`src/rtl/uart_imem_loader_ctrl_pkg.sv`:
```
// rtl/uart_imem_loader_ctrl_pkg.sv - shared state encodings and defaults for the UART imem loader
// Purpose: loader FSM state encoding and the default end-of-program marker,
//          shared by the loader, its word assembler and the testbench.
// Ports:   none (package).
package uart_imem_loader_ctrl_pkg;

   typedef enum logic [1:0] {
      ST_IDLE    = 2'd0,
      ST_COLLECT = 2'd1,
      ST_WRITE   = 2'd2,
      ST_DONE    = 2'd3
   } state_t;

   localparam logic [31:0] END_WORD_DEFAULT = 32'hFFFF_FFFF;

endpackage

```
`src/rtl/uart_imem_loader_ctrl_uart_word_assembler.sv`:
```
// rtl/uart_imem_loader_ctrl_uart_word_assembler.sv - packs UART bytes LSB first into 32-bit words
// Purpose: owns the byte-lane counter, the 32-bit shift register and the
//          inter-byte timeout counter.
// Ports:
//   clk, rst        clock, asynchronous active-high reset
//   accept          bytes may be captured (COLLECT or WRITE)
//   collect         loader is in COLLECT (timeout and break are live)
//   rx_valid        1-cycle pulse: rx_data holds a new byte
//   rx_data [7:0]   received byte
//   rx_break        UART BREAK pulse
//   word_valid      pulse: the 4th byte is being captured; word is complete
//                   from the next cycle on
//   word [31:0]     assembled word (lane0 in bits [7:0])
//   drop            pulse: partial word discarded (break or timeout)
module uart_word_assembler
   import uart_imem_loader_ctrl_pkg::*;
#(
   parameter int unsigned BYTE_TIMEOUT = 200000,
   parameter int          TO_W         = 18
) (
   input  logic        clk,
   input  logic        rst,
   input  logic        accept,
   input  logic        collect,
   input  logic        rx_valid,
   input  logic [7:0]  rx_data,
   input  logic        rx_break,
   output logic        word_valid,
   output logic [31:0] word,
   output logic        drop
);

   logic [1:0]      lane;
   logic [TO_W-1:0] to_cnt;
   logic            brk;
   logic            take;
   logic            timeout;

   // Break beats a simultaneous byte; a byte beats a simultaneous timeout.
   assign brk        = collect && rx_break;
   assign take       = accept && rx_valid && !brk;
   assign timeout    = collect && (lane != 2'd0) && !take && (to_cnt == TO_W'(BYTE_TIMEOUT));
   assign drop       = brk || timeout;
   assign word_valid = take && (lane == 2'd3);

   always_ff @(posedge clk or posedge rst) begin
      if (rst) begin
         lane   <= 2'd0;
         to_cnt <= '0;
         word   <= 32'd0;
      end else if (drop) begin
         // Stale bytes left in word are shifted out by the next four bytes.
         lane   <= 2'd0;
         to_cnt <= '0;
      end else if (take) begin
         word   <= {rx_data, word[31:8]};
         lane   <= lane + 2'd1;   // wraps 3 -> 0 on the last byte
         to_cnt <= '0;
      end else if (collect && (lane != 2'd0)) begin
         to_cnt <= to_cnt + TO_W'(1);
      end else begin
         to_cnt <= '0;
      end
   end

endmodule

```
`src/rtl/uart_imem_loader_ctrl.sv`:
```
// rtl/uart_imem_loader_ctrl.sv - UART boot loader sequencing words into instruction memory
// Purpose: holds the core in reset, writes assembled words to consecutive
//          imem addresses and releases the core when the end marker arrives.
// Ports:
//   clk, rst               clock, asynchronous active-high reset
//   load_en                level; starts a load from IDLE
//   rx_valid, rx_data[7:0] received byte strobe and data
//   rx_break               UART BREAK pulse
//   imem_we                imem write strobe, 1 cycle per word
//   imem_addr[ADDR_W-1:0]  imem word address
//   imem_wdata[31:0]       instruction written
//   cpu_rst                core reset, high until DONE
//   write_done             sticky load-complete flag
//   word_count[ADDR_W:0]   words written, saturating at 2**ADDR_W
//   err                    sticky timeout/break/overflow flag
module uart_imem_loader_ctrl
   import uart_imem_loader_ctrl_pkg::*;
#(
   parameter int          ADDR_W       = 8,
   parameter logic [31:0] END_WORD     = END_WORD_DEFAULT,
   parameter int unsigned BYTE_TIMEOUT = 200000,
   parameter int          TO_W         = 18
) (
   input  logic              clk,
   input  logic              rst,
   input  logic              load_en,
   input  logic              rx_valid,
   input  logic [7:0]        rx_data,
   input  logic              rx_break,
   output logic              imem_we,
   output logic [ADDR_W-1:0] imem_addr,
   output logic [31:0]       imem_wdata,
   output logic              cpu_rst,
   output logic              write_done,
   output logic [ADDR_W:0]   word_count,
   output logic              err
);

   localparam logic [ADDR_W:0]   CNT_MAX  = {1'b1, {ADDR_W{1'b0}}};
   localparam logic [ADDR_W-1:0] ADDR_TOP = {ADDR_W{1'b1}};

   state_t              state, state_nxt;
   logic [ADDR_W-1:0]   addr, addr_nxt;
   logic [ADDR_W:0]     count_nxt;
   logic                we_nxt, cpu_rst_nxt, done_nxt, err_nxt;
   logic [ADDR_W-1:0]   iaddr_nxt;
   logic [31:0]         wdata_nxt;

   logic                word_valid;
   logic [31:0]         word;
   logic                drop;

   uart_word_assembler #(
      .BYTE_TIMEOUT (BYTE_TIMEOUT),
      .TO_W         (TO_W)
   ) u_asm (
      .clk        (clk),
      .rst        (rst),
      .accept     ((state == ST_COLLECT) || (state == ST_WRITE)),
      .collect    (state == ST_COLLECT),
      .rx_valid   (rx_valid),
      .rx_data    (rx_data),
      .rx_break   (rx_break),
      .word_valid (word_valid),
      .word       (word),
      .drop       (drop)
   );

   always_ff @(posedge clk or posedge rst) begin
      if (rst) begin
         state      <= ST_IDLE;
         addr       <= '0;
         word_count <= '0;
         imem_we    <= 1'b0;
         imem_addr  <= '0;
         imem_wdata <= 32'd0;
         cpu_rst    <= 1'b1;
         write_done <= 1'b0;
         err        <= 1'b0;
      end else begin
         state      <= state_nxt;
         addr       <= addr_nxt;
         word_count <= count_nxt;
         imem_we    <= we_nxt;
         imem_addr  <= iaddr_nxt;
         imem_wdata <= wdata_nxt;
         cpu_rst    <= cpu_rst_nxt;
         write_done <= done_nxt;
         err        <= err_nxt;
      end
   end

   // Outputs are registered, so imem_we and write_done appear one cycle
   // after the WRITE cycle (two cycles after the final byte).
   always_comb begin
      state_nxt   = state;
      addr_nxt    = addr;
      count_nxt   = word_count;
      we_nxt      = 1'b0;
      iaddr_nxt   = imem_addr;
      wdata_nxt   = imem_wdata;
      cpu_rst_nxt = cpu_rst;
      done_nxt    = write_done;
      err_nxt     = err;
      case (state)
         ST_IDLE: begin
            cpu_rst_nxt = 1'b1;
            if (load_en) state_nxt = ST_COLLECT;
         end
         ST_COLLECT: begin
            if (drop)       err_nxt   = 1'b1;
            if (word_valid) state_nxt = ST_WRITE;
         end
         ST_WRITE: begin
            if (word == END_WORD) begin
               state_nxt   = ST_DONE;
               done_nxt    = 1'b1;
               cpu_rst_nxt = 1'b0;
            end else begin
               we_nxt    = 1'b1;
               iaddr_nxt = addr;
               wdata_nxt = word;
               if (word_count != CNT_MAX) count_nxt = word_count + (ADDR_W+1)'(1);
               if (addr == ADDR_TOP) begin
                  // Last imem word used: end the load rather than wrap.
                  err_nxt     = 1'b1;
                  state_nxt   = ST_DONE;
                  done_nxt    = 1'b1;
                  cpu_rst_nxt = 1'b0;
               end else begin
                  addr_nxt  = addr + ADDR_W'(1);
                  state_nxt = ST_COLLECT;
               end
            end
         end
         ST_DONE: begin
            done_nxt    = 1'b1;
            cpu_rst_nxt = 1'b0;
         end
         default: state_nxt = ST_IDLE;
      endcase
   end

endmodule

```
`config.mk`:
```
export PLATFORM = sky130hd
export DESIGN_NAME = uart_imem_loader_ctrl
export DESIGN_NICKNAME = d
export VERILOG_FILES = /design/src/rtl/uart_imem_loader_ctrl_pkg.sv /design/src/rtl/uart_imem_loader_ctrl_uart_word_assembler.sv /design/src/rtl/uart_imem_loader_ctrl.sv
export SDC_FILE = /design/constraint.sdc
export NUM_CORES = 1
export LEC_CHECK = 0
export CORE_ASPECT_RATIO = 2
export CORE_UTILIZATION = 59
export CTS_CLUSTER_SIZE = 16
export DETAILED_ROUTE_END_ITERATION = 10
export PLACE_DENSITY_LB_ADDON = 0.15
export SLEW_MARGIN = 20
export SYNTH_ARGS = -nofsm -noshare
export SYNTH_HDL_FRONTEND = slang
export SYNTH_SLANG_ARGS = --single-unit
```
`constraint.sdc`:
```
create_clock -name clk -period 6 [get_ports clk]
set_input_delay 0.9 -clock clk [delete_from_list [all_inputs] [get_ports clk]]
set_output_delay 0.9 -clock clk [all_outputs]
set_load 0.005 [all_outputs]
```
==> run metrics <==
share of the synthesized area in the top cell type 57.23%; WL/cell 15.70 µm; YS warnings 0; detailed-router iteration count before antenna repair 7; routed vias 3899; clk slew on worst S/H paths 0.05 ns; CP required 6.27 ns; Cell Count Post-Placement 684; Seq cells post-synth 115; Distinct cells, synth 42; antenna violations before repair 0; n_diodes 0; die area 8843 µm²; number of global-route vias before repair 4016; Die W 67.00 µm; max_slew headroom 46.70%; unrepaired setup endpoints after global routing false; first-pass GRT wire length 19.03 mm; layout cells sized above 1 7.443%; Cells after Synth 536; ys flop type dfrtp_1; syn_area_per_cell 9.300 µm²; sequential area share after synthesis 57.76%; ANT nets after route 0; Rows 47; detailed-route DRC error count 0; crit path max fanout 18; slowest stage delay, CP 0.54 ns; outcome complete, no violations; GRT Total Usage 29.14%; area growth from synthesis to layout 26.10%; CTS Sinks 115; max-slew violations 0; Starting Density 60.55%; count leader, synth nand2_1; iteration-0 DRC count of the detailed router 238; Port Buffers 65; num ports 66; Critical path buffers and inverters 1; number of synthesized flops with an enable pin 0; maxcap violations 0; Core ar. 8233 µm²; GRT overflow 0; worst-margin pin slew 0.7996 ns; die height 132.0 µm; Startpoint Class flip-flop; Slowest cell on crit path or2_1; WP data arrival 2.71 ns; fin crit share 40.72%; largest cells by area after synthesis dfrtp_1, nand2_1, ha_1, xor2_1, nand4_1; Critical Path End Type flip-flop; nets 630; final wirelength 11.24 mm; crit path time final 2.443 ns; Hold/Removal Path Class reg -> reg; VDD IR max 0.3808 mV; routability cong. 0.7821; delay-heaviest family, CP simple AND/OR/NAND/NOR gates; H-tree levels 4; PostCTS Resize Cnt 0; clock root cell clkbuf_16; post-route setup TNS 0 ns; Clock Skew 0.005993 ns; cts hold-fix bufs 0; later-pin clock latency in the skew report 0.41 ns; final setup vio count 0; PD cells 445.6 nW/µm²; Syn Nets 561; crit-path cells inv_1 -> ha_1 -> nor2b_1 -> o21ai_0 -> o31ai_2 -> or2_1 -> nor2_1; Post-Layout Cell Count 716; largest net degree at the start of global routing 65; Max Fclk 409.3 MHz; Total Power 2.801 mW; Synth top cells by count nand2_1, dfrtp_1, nor2_1, nand4_1, xor2_1; buffer depth of the longest clock path 2; CP Class reg -> reg; Post-synth ARST share 100.0%; total CTS buffers 17; largest area contributor in the netlist dfrtp_1; postcts setup bufs 0; Mapped Area 4985 µm²; dpl hpwl 7.163 mm; CTS tree yes; Lkg Pwr 3.110 nW; Vias/cell 5.446; Final Hold Viols 0
tightest hold or removal path: cells and delay by family (launching register included):
family | cells | cell delay [ns]
AND/OR/NAND/NOR | 2 | 0.11
flip-flops | 1 | 0.34
per-layer routing:
layer	up-vias	track usage [%]	wire length (µm)
met3	28	7.353	425
met2	98	50.06	6344
met5	-	0	0
met4	0	13.12	284
met1	1916	32.80	4189
li1	1857	-	-
stage by stage:
step	hold slack, ns	setup WS (ns)	cell area, µm²	utilization (%)
6_report	0.4742	3.557	6286	76.35
5_1_grt	0.5034	3.314	6286	76.35
4_1_cts	0.4790	3.548	6286	76.35
3_5_place_dp	0.4623	3.176	5683	69.03
3_3_place_gp	0.4577	3.317	5683	69.03
2_1_floorplan	0.4603	2.058	4985	-
path summary, 6_finish.rpt:
check | start | end | slack (ns) | cells past startpoint
setup / recovery | state[1] | u_asm.to_cnt[2] | 3.56 | 7
hold / removal | imem_wdata[11] | imem_wdata[11] | 0.47 | 2
setup reg to reg | state[1] | u_asm.to_cnt[2] | 3.56 | 7
hold reg to reg | imem_wdata[11] | imem_wdata[11] | 0.47 | 2
max in group asynchronous | rst | imem_addr[3] | 3.82 | 3
min in group asynchronous | rst | u_asm.to_cnt[2] | 0.93 | 2
cell usage in the layout (no fill, tap or decap), types with 2 or more instances in the layout:
cell / synthesis / layout
buf_4: 2 / 4
clkdlybuf4s50_1: 0 / 65
clkbuf_8: 0 / 3
mux2_2: 2 / 2
clkbuf_16: 0 / 17
nor2_1: 30 / 30
a21o_1: 2 / 2
a21oi_1: 3 / 2
o21ai_0: 3 / 3
nor4_2: 2 / 2
nand4_1: 21 / 21
nor3_1: 4 / 4
bufinv_16: 0 / 3
nor4_1: 3 / 3
xor2_1: 17 / 17
dfrtp_1: 114 / 114
clkinv_2: 0 / 7
nand3_1: 16 / 16
nand2_1: 236 / 236
and3_1: 4 / 4
or3_1: 2 / 2
xnor2_1: 13 / 13
inv_1: 13 / 12
ha_1: 12 / 12
cell type report:
type                       count  area, µm²
sequential                   115       2879
fill                         593       1947
multi-input combinational    388       1946
timing repair buffer          69      680.7
clock buffer                  21      470.5
clock inverter                11      132.6
tap                           98      122.6
inverter                      14      55.05
report_power, final:
group	internal (mW)	switching [mW]	leakage, nW
logic	0.289	0.333	1.26
registers	0.975	0.183	1.55
clock network	0.679	0.341	0.302
cells by family after synthesis:
logic type | after synthesis | share of synthesized area, %
fa+ha+maj | 12 | 3.012
simple gates | 325 | 27.38
mux | 2 | 0.4518
xor+xnor | 31 | 5.597
buf+inv | 33 | 3.288
flops | 115 | 57.76
compound gates | 18 | 2.510
registers in the layout (all words and copies together) (netlist names):
register and count:
addr 8, state 2, u_asm.to_cnt 18, word_count 9, u_asm.lane 2, imem_addr 8, cpu_rst 1, err 1
imem_wdata 32, write_done 1, imem_we 1, u_asm.word 32
Note: power is estimated with default switching activity, not from simulation.
